`src/rtl/lsu_ctrl.sv`:
```
// Load/store sequencer for the MEM stage: issues one access on the data bus with a req/ready + rvalid
// handshake, stalls the pipeline until it completes, and reports misalign, illegal funct3 and bus timeout.
module lsu_ctrl #(
    parameter int ADDR_W      = 32,
    parameter int TIMEOUT_CYC = 1023
) (
    input  logic              clk,
    input  logic              rst,
    input  logic              ex2mem_mem_read,
    input  logic              ex2mem_mem_write,
    input  logic [2:0]        ex2mem_mem_funct3,
    input  logic [ADDR_W-1:0] ex2mem_alu_out,
    input  logic [31:0]       ex2mem_rs2_data,
    input  logic              flush,
    output logic              dbus_req,
    output logic              dbus_write,
    output logic [ADDR_W-1:0] dbus_addr,
    output logic [31:0]       dbus_wdata,
    output logic [3:0]        dbus_byteen,
    input  logic              dbus_ready,
    input  logic              dbus_rvalid,
    input  logic [31:0]       dbus_rdata,
    output logic              lsu_stall,
    output logic [31:0]       lsu_rdata,
    output logic              lsu_rdata_valid,
    output logic              lsu_misalign,
    output logic              lsu_ill_funct3,
    output logic              lsu_bus_err
);

    localparam logic [1:0] ST_IDLE = 2'd0;
    localparam logic [1:0] ST_REQ  = 2'd1;
    localparam logic [1:0] ST_RESP = 2'd2;
    localparam logic [1:0] ST_DONE = 2'd3;

    localparam int              CNT_W   = $clog2(TIMEOUT_CYC + 1);
    localparam logic [CNT_W-1:0] CNT_MAX = CNT_W'(TIMEOUT_CYC - 1);
    localparam logic [CNT_W-1:0] CNT_ONE = CNT_W'(1);

    logic [1:0]        r_state;
    logic [CNT_W-1:0]  r_cnt;
    logic [ADDR_W-1:0] r_addr;
    logic              r_write;
    logic [2:0]        r_funct3;
    logic [3:0]        r_byteen;
    logic [31:0]       r_wdata;
    logic [31:0]       r_rdata;
    logic              r_rdata_valid;
    logic              r_bus_err;

    logic              w_access;
    logic              w_illegal;
    logic              w_misalign;
    logic              w_go;
    logic [3:0]        w_byteen;
    logic [31:0]       w_wdata;

    // Offset is only ever nonzero for sub-word accesses, so the shifted word is exact for LW too.
    function automatic logic [31:0] fmt_load(input logic [2:0] f3, input logic [1:0] ofs,
                                             input logic [31:0] d);
        logic [31:0] sh;
        sh = d >> {ofs, 3'b000};
        case (f3)
            3'b000:  fmt_load = {{24{sh[7]}}, sh[7:0]};
            3'b001:  fmt_load = {{16{sh[15]}}, sh[15:0]};
            3'b100:  fmt_load = {24'd0, sh[7:0]};
            3'b101:  fmt_load = {16'd0, sh[15:0]};
            default: fmt_load = sh;
        endcase
    endfunction

    assign w_access = (ex2mem_mem_read | ex2mem_mem_write) & ~flush;

    always_comb begin
        w_illegal  = 1'b0;
        w_misalign = 1'b0;
        w_byteen   = 4'b1111;
        w_wdata    = ex2mem_rs2_data;
        if (ex2mem_mem_read) begin
            w_illegal = (ex2mem_mem_funct3 == 3'b011) | (ex2mem_mem_funct3[2:1] == 2'b11);
        end else begin
            w_illegal = (ex2mem_mem_funct3 == 3'b011) | ex2mem_mem_funct3[2];
        end
        case (ex2mem_mem_funct3[1:0])
            2'b00: begin
                w_byteen = 4'b0001 << ex2mem_alu_out[1:0];
                w_wdata  = {4{ex2mem_rs2_data[7:0]}};
            end
            2'b01: begin
                w_misalign = ex2mem_alu_out[0];
                w_byteen   = 4'b0011 << ex2mem_alu_out[1:0];
                w_wdata    = {2{ex2mem_rs2_data[15:0]}};
            end
            default: w_misalign = (ex2mem_alu_out[1:0] != 2'b00);
        endcase
    end

    assign w_go           = (r_state == ST_IDLE) & w_access & ~w_illegal & ~w_misalign;
    assign lsu_ill_funct3 = (r_state == ST_IDLE) & w_access & w_illegal;
    assign lsu_misalign   = (r_state == ST_IDLE) & w_access & ~w_illegal & w_misalign;
    assign lsu_stall      = w_go | (r_state == ST_REQ) | (r_state == ST_RESP);

    assign dbus_req        = (r_state == ST_REQ);
    assign dbus_write      = r_write;
    assign dbus_addr       = r_addr;
    assign dbus_wdata      = r_wdata;
    assign dbus_byteen     = r_byteen;
    assign lsu_rdata       = r_rdata;
    assign lsu_rdata_valid = r_rdata_valid;
    assign lsu_bus_err     = r_bus_err;

    always_ff @(posedge clk) begin
        if (rst) begin
            r_state       <= ST_IDLE;
            r_cnt         <= '0;
            r_addr        <= '0;
            r_write       <= 1'b0;
            r_funct3      <= 3'b000;
            r_byteen      <= 4'b0000;
            r_wdata       <= 32'd0;
            r_rdata       <= 32'd0;
            r_rdata_valid <= 1'b0;
            r_bus_err     <= 1'b0;
        end else begin
            r_rdata_valid <= 1'b0;
            r_bus_err     <= 1'b0;
            case (r_state)
                ST_IDLE: begin
                    if (w_go) begin
                        r_addr   <= ex2mem_alu_out;
                        r_write  <= ex2mem_mem_write;
                        r_funct3 <= ex2mem_mem_funct3;
                        r_byteen <= w_byteen;
                        r_wdata  <= w_wdata;
                        r_cnt    <= '0;
                        r_state  <= ST_REQ;
                    end
                end
                ST_REQ: begin
                    if (dbus_ready) begin
                        r_cnt   <= '0;
                        r_state <= r_write ? ST_DONE : ST_RESP;
                    end else if (r_cnt == CNT_MAX) begin
                        r_bus_err <= 1'b1;
                        r_rdata   <= 32'd0;
                        r_state   <= ST_DONE;
                    end else begin
                        r_cnt <= r_cnt + CNT_ONE;
                    end
                end
                ST_RESP: begin
                    if (dbus_rvalid) begin
                        r_rdata       <= fmt_load(r_funct3, r_addr[1:0], dbus_rdata);
                        r_rdata_valid <= 1'b1;
                        r_state       <= ST_DONE;
                    end else if (r_cnt == CNT_MAX) begin
                        r_bus_err <= 1'b1;
                        r_rdata   <= 32'd0;
                        r_state   <= ST_DONE;
                    end else begin
                        r_cnt <= r_cnt + CNT_ONE;
                    end
                end
                default: r_state <= ST_IDLE;
            endcase
        end
    end

endmodule

```
`config.mk`:
```
export PLATFORM = sky130hd
export DESIGN_NAME = lsu_ctrl
export DESIGN_NICKNAME = d
export VERILOG_FILES = /design/src/rtl/lsu_ctrl.sv
export SDC_FILE = /design/constraint.sdc
export NUM_CORES = 1
export LEC_CHECK = 0
export ABC_CLOCK_PERIOD_IN_PS = 2700
export BUFFER_PORTS_ARGS = -buffer_cell sky130_fd_sc_hd__clkbuf_2
export CAP_MARGIN = 10
export CORE_MARGIN = 1
export CORE_UTILIZATION = 49
export CTS_CLUSTER_SIZE = 8
export DETAILED_ROUTE_END_ITERATION = 12
export PLACE_DENSITY = 0.81
export SYNTH_ARGS = -nofsm -noshare
export SYNTH_HDL_FRONTEND = slang
export SYNTH_SLANG_ARGS = --single-unit
```
`constraint.sdc`:
```
create_clock -name clk -period 2.7 [get_ports clk]
set_input_delay 0.135 -clock clk [delete_from_list [all_inputs] [get_ports clk]]
set_output_delay 0.135 -clock clk [all_outputs]
set_load 0.02 [all_outputs]
```
; After elaboration in Yosys (flattened, before gate mapping)
; Cells that the tools add are included.
[totals]
output_inout_bits = 107
register_bits = 118
[classes]
n_addsub = 1
n_reduce_logical = 10
n_shift = 3
bitwise_logic = 15
mux = 25
n_eq_ne = 12
[op_table]
columns = operator, n
row1 = 32-bit case mux with 2 select lines, 2
row2 = 32-bit case mux with 4 select lines, 1
row3 = 32-bit 2-to-1 mux, 3
row4 = 10-bit 2-to-1 mux, 4
row5 = 32-bit by 5-bit >> shifter with 32-bit output, 1
row6 = 10-bit case mux with 3 select lines, 1
row7 = "10-bit by 1-bit adder with 10-bit output, second input constant", 1
row8 = "10-bit equality test, second input constant", 1
row9 = 2-bit 2-to-1 mux, 4
row10 = 4-bit case mux with 2 select lines, 1
row11 = 1-bit AND, 6
row12 = "3-bit equality test, second input constant", 2
row13 = 1-bit 2-to-1 mux, 6
row14 = "2-bit inequality test, second input constant", 3
row15 = 2-bit case mux with 3 select lines, 1
row16 = 1-bit bitwise OR, 5
row17 = "2-bit by 1-bit equality test with 1-bit output, second input constant", 2
row18 = "2-bit equality test, second input constant", 2
row19 = 2-bit zero test, 2
row20 = 1-bit NOT, 4
row21 = 1-bit case mux with 2 select lines, 2
row22 = 2-bit AND reduction, 2
row23 = 2-bit nonzero test, 2
row24 = "1-bit by 2-bit << shifter with 4-bit output, first input constant", 1
row25 = 7 further kinds, 7

; Logic depth before layout (Yosys ltp)
[depth]
depth_word = 8
mapped_depth = 10
mapped_depth_nobuf = 7

; Worst setup path before layout
; Ideal clock, no wire load.
[synth_timing]
path_kind = register -> register
from = reg r_state[1]
to = reg r_rdata[21], in the netlist lsu_rdata[21]
setup_slack_ns = 0.449
path_buffers = 3
t_required_ns = 2.578
stages_incl_launch_ff = 10
t_arrival_ns = 2.129
path_cell_list = dfxtp_1 inv_1 ha_1 clkbuf_1 a21oi_2 a21oi_1 and2_1 buf_2 buf_2 a221o_1
[synth_via]
elab_chain_cells = 3
[synth_rtl]
columns = item, line_no
row1 = from (decl), 40  ; logic [1:0] r_state;
row2 = from (signal assigned), 142  ; r_state <= r_write ? ST_DONE : ST_RESP;
row3 = 2-bit by 1-bit equality test with 1-bit output *, --
row4 = via dbus_req, 15  ; output logic dbus_req,
row5 = 2-bit inequality test (no source line) or 2-bit nonzero test (tied branches), --
row6 = 2-bit AND reduction (no source line), --
row7 = to (signal assigned), 153  ; r_rdata <= fmt_load(r_funct3, r_addr[1:0], dbus_rdata);
row8 = to (decl), 47  ; logic [31:0] r_rdata;
; The timed path passes the listed nets; every way through them passes the cells marked *.
; A chain may end at the register's enable or synchronous reset.

; Worst setup path in the final report
[layout_timing]
from = reg r_state[0]
to = out lsu_stall
[layout_via]
elab_chain_cells = 6
[layout_rtl]
columns = item, line_no
row1 = 2-bit zero test, 98  ; assign w_go = (r_state == ST_IDLE) & w_access & ~w_illegal & ~w_misalign;
row2 = 1-bit AND (3 in a row), 98
row3 = 1-bit bitwise OR, 101  ; assign lsu_stall = w_go | (r_state == ST_REQ) | (r_state == ST_RESP);
row4 = 1-bit bitwise OR *, 101
row5 = to (decl), 23  ; output logic lsu_stall,
; Mark *: on every way between the ends. The rest lies on a longest branch, timed or not.

==> metrics <==
total power per unit cell area 679 nW/um^2; first-pass GRT wire length 29,300 um; flops & latches, synth 118; number of vias per cell 5.79; cell chain of the critical path inv_1 > ha_1 > nand2b_1 > or4_4 > nand2b_4 > nand2_1 > clkbuf_2; Post-CTS Setup Bufs 0; ant diodes 0; drt initial violations 411; Slew Viols, Final 0; Final HPWL DP 11,400 um; commonest cells after routing, fill and taps aside clkbuf_2 (211), nand2_1 (132), dfxtp_1 (118); Slowest Stage Delay on Critical Path 0.59 ns; Final period util 92.0%; Slew Limit Headroom 52.0%; Crit Path Class reg2out; TritonRoute pass-1 iters 5; commonest non-fill, non-tap cell in the layout clkbuf_2; Synth cell types 57; Synth Flop Type dfxtp_1; maxcap violations 0; DRC Markers 0; setup violators final 0; CTS tree yes; final layout net count 1,013; post-synth net total 739; crit path max-delay cell type or4_4; Crit path max-delay family simple AND/OR/NAND/NOR gates; Area growth, synth to finish 47.2%; clk slew on worst S/H paths 0.06 ns; Post-synth EDFFs 0; status finished, final reports clean; minimum clock period 2.48 ns; Total GRT Usage 33.1%; asr flop ratio synth 0%; WL per Instance 18.0 um; Max Clk Rate 403 MHz; Post-Syn Area 5340 sq um; dpl cell area 6480 sq um; Seq/Total Area, Yosys 44.2%; Setup crit end kind output pin; final worst clock skew 0.0113 ns; layout cells sized above 1 30.7%; vias in the first global route 6,128; Antenna Nets Post-Route 0; crit path DAT 2.35 ns; final instance area 7860 sq um; RSZ-0062 raised after global routing false; WP data required 2.57 ns; Routed WL 18,900 um; Post-Synthesis Cells 627; clock latency on the worst-skew pair 0.52 ns; Die Ht 106 um; HP Start dbus_rdata[23]; worst path bufs/invs 2; worst vdd ir 0.482 mV; port bufs 212; element type at the critical path start register; clock buffer depth 2; cts bufs inserted 17; Yosys warning total 0; actual slew at the worst max-slew pin 0.720 ns; routability cong. 0.916; setup TNS 0 ns; Core Region 10,500 sq um; root buffer cell clkbuf_8; total global routing overflow 0; Leakage 3.34 nW; Initial Util 51.1%; r2r startpoint r_state[1]$_SDFFE_PP0P_; row cnt 37; vias 6,082; fill cell count 717; initial antenna violation count 0; placed insts 942; IO Pins 213; launch point of the worst path r_state[0]$_SDFFE_PP0P_; largest net degree at the start of global routing 59; die area 11,300 sq um; Crit Path Max Fanout 8; Worst Hold Class in2reg; Sink Count 118; Finished Layout Cells 1,050; Syn Area/Cell 8.52 sq um; H-tree depth 4; die width 106 um; Hold Vio Cnt, Final 0
==> worst reg2reg max path: cells and delay by family, from the launching register on <==
kind	cells	cell delay [ns]
and+or+nand+nor	2	0.79
adders and majority gates	1	0.23
buffers and inverters	3	0.51
AOI/OAI and AO/OA	2	0.45
DFF	1	0.40
==> path summary, 6_finish.rpt <==
check	cells after the start	end	slack (ns)
max	7	lsu_stall	0.22
min	3	lsu_rdata[23]$_SDFFE_PP0P_	0.02
max reg2reg	8	lsu_rdata[24]$_SDFFE_PP0P_	0.24
min reg2reg	2	dbus_addr[16]$_SDFFE_PP0P_	0.46
==> report_power, final <==
part           leakage, nW  internal (mW)  switching, mW
Combinational         2.10          0.440          0.695
Sequential           0.955           1.83         0.0592
Clock                0.290           1.48          0.833
==> routing by layer <==
layer	wire length [um]	up-vias	global-route usage, %
met5	0	-	0
met4	844	0	19.0
met3	1340	76	9.81
met2	9590	328	58.2
met1	7130	2883	35.0
li1	-	2795	-
==> flip-flops by register name, indices dropped and copies added (netlist names), 2 cells and up <==
signal / flops
r_state: 2
lsu_rdata: 32
r_cnt: 10
r_funct3: 3
dbus_byteen: 4
dbus_wdata: 32
dbus_addr: 32
==> area by class of cell <==
type / instances / area, sq um / share of cell area, %
clock buffers: 21 / 459 / 5.84
clock inverters: 11 / 149 / 1.89
flip-flops and latches: 118 / 2360 / 30.0
well taps: 136 / 170 / 2.16
inverters: 7 / 26.3 / 0.334
multi-input cells: 452 / 2730 / 34.7
repair buffers: 305 / 1960 / 25.0
==> through the flow <==
step	hold slack (ns)	power [mW]	utilization, %	worst slack (ns)
final	0.0218	5.34	75.1	0.217
after global routing	0.00769	5.53	75.1	0.0674
after CTS	0.00471	5.31	75.1	0.110
after detailed placement	0.366	2.92	62.0	-0.146
after global placement	0.357	2.89	62.0	0.0152
after floorplan	0.271	2.58	-	0.449
==> cells in the mapped netlist (all sizes together) (3+ instances only) <==
cell / number / share of area [%]
and3: 3 / 0.35
a31oi: 4 / 0.47
o211ai: 9 / 1.3
a2bb2oi: 7 / 1.1
o21ai: 30 / 2.9
inv: 6 / 0.42
a211oi: 13 / 1.9
o32ai: 3 / 0.49
nand2: 132 / 9.3
clkbuf: 20 / 1.4
buf: 30 / 2.9
a221o: 17 / 3.2
a311oi: 10 / 1.6
nand3: 5 / 0.47
or3: 3 / 0.35
nor3: 9 / 0.84
mux2: 8 / 1.7
ha: 6 / 1.4
mux2i: 33 / 6.2
a22oi: 15 / 2.1
dfxtp: 118 / 44
nor4: 3 / 0.63
nor2: 49 / 3.6
a21oi: 58 / 5.5
nor2b: 6 / 0.70
==> logic make-up after synthesis <==
| kind of cell | after synthesis | synth area share [%] |
|---|---|---|
| buf+inv | 57 | 4.83 |
| compound gates | 182 | 23.3 |
| mux | 42 | 8.29 |
| flops | 118 | 44.2 |
| fa+ha+maj | 6 | 1.41 |
| simple gates | 222 | 18.0 |
==> repair_timing <==
item,CTS,global route
hold endpoints to repair,79,0
hold buffers,76,0
resized for setup,1,2
setup endpoints to repair,17,3
(Power assumes the default switching activity.)
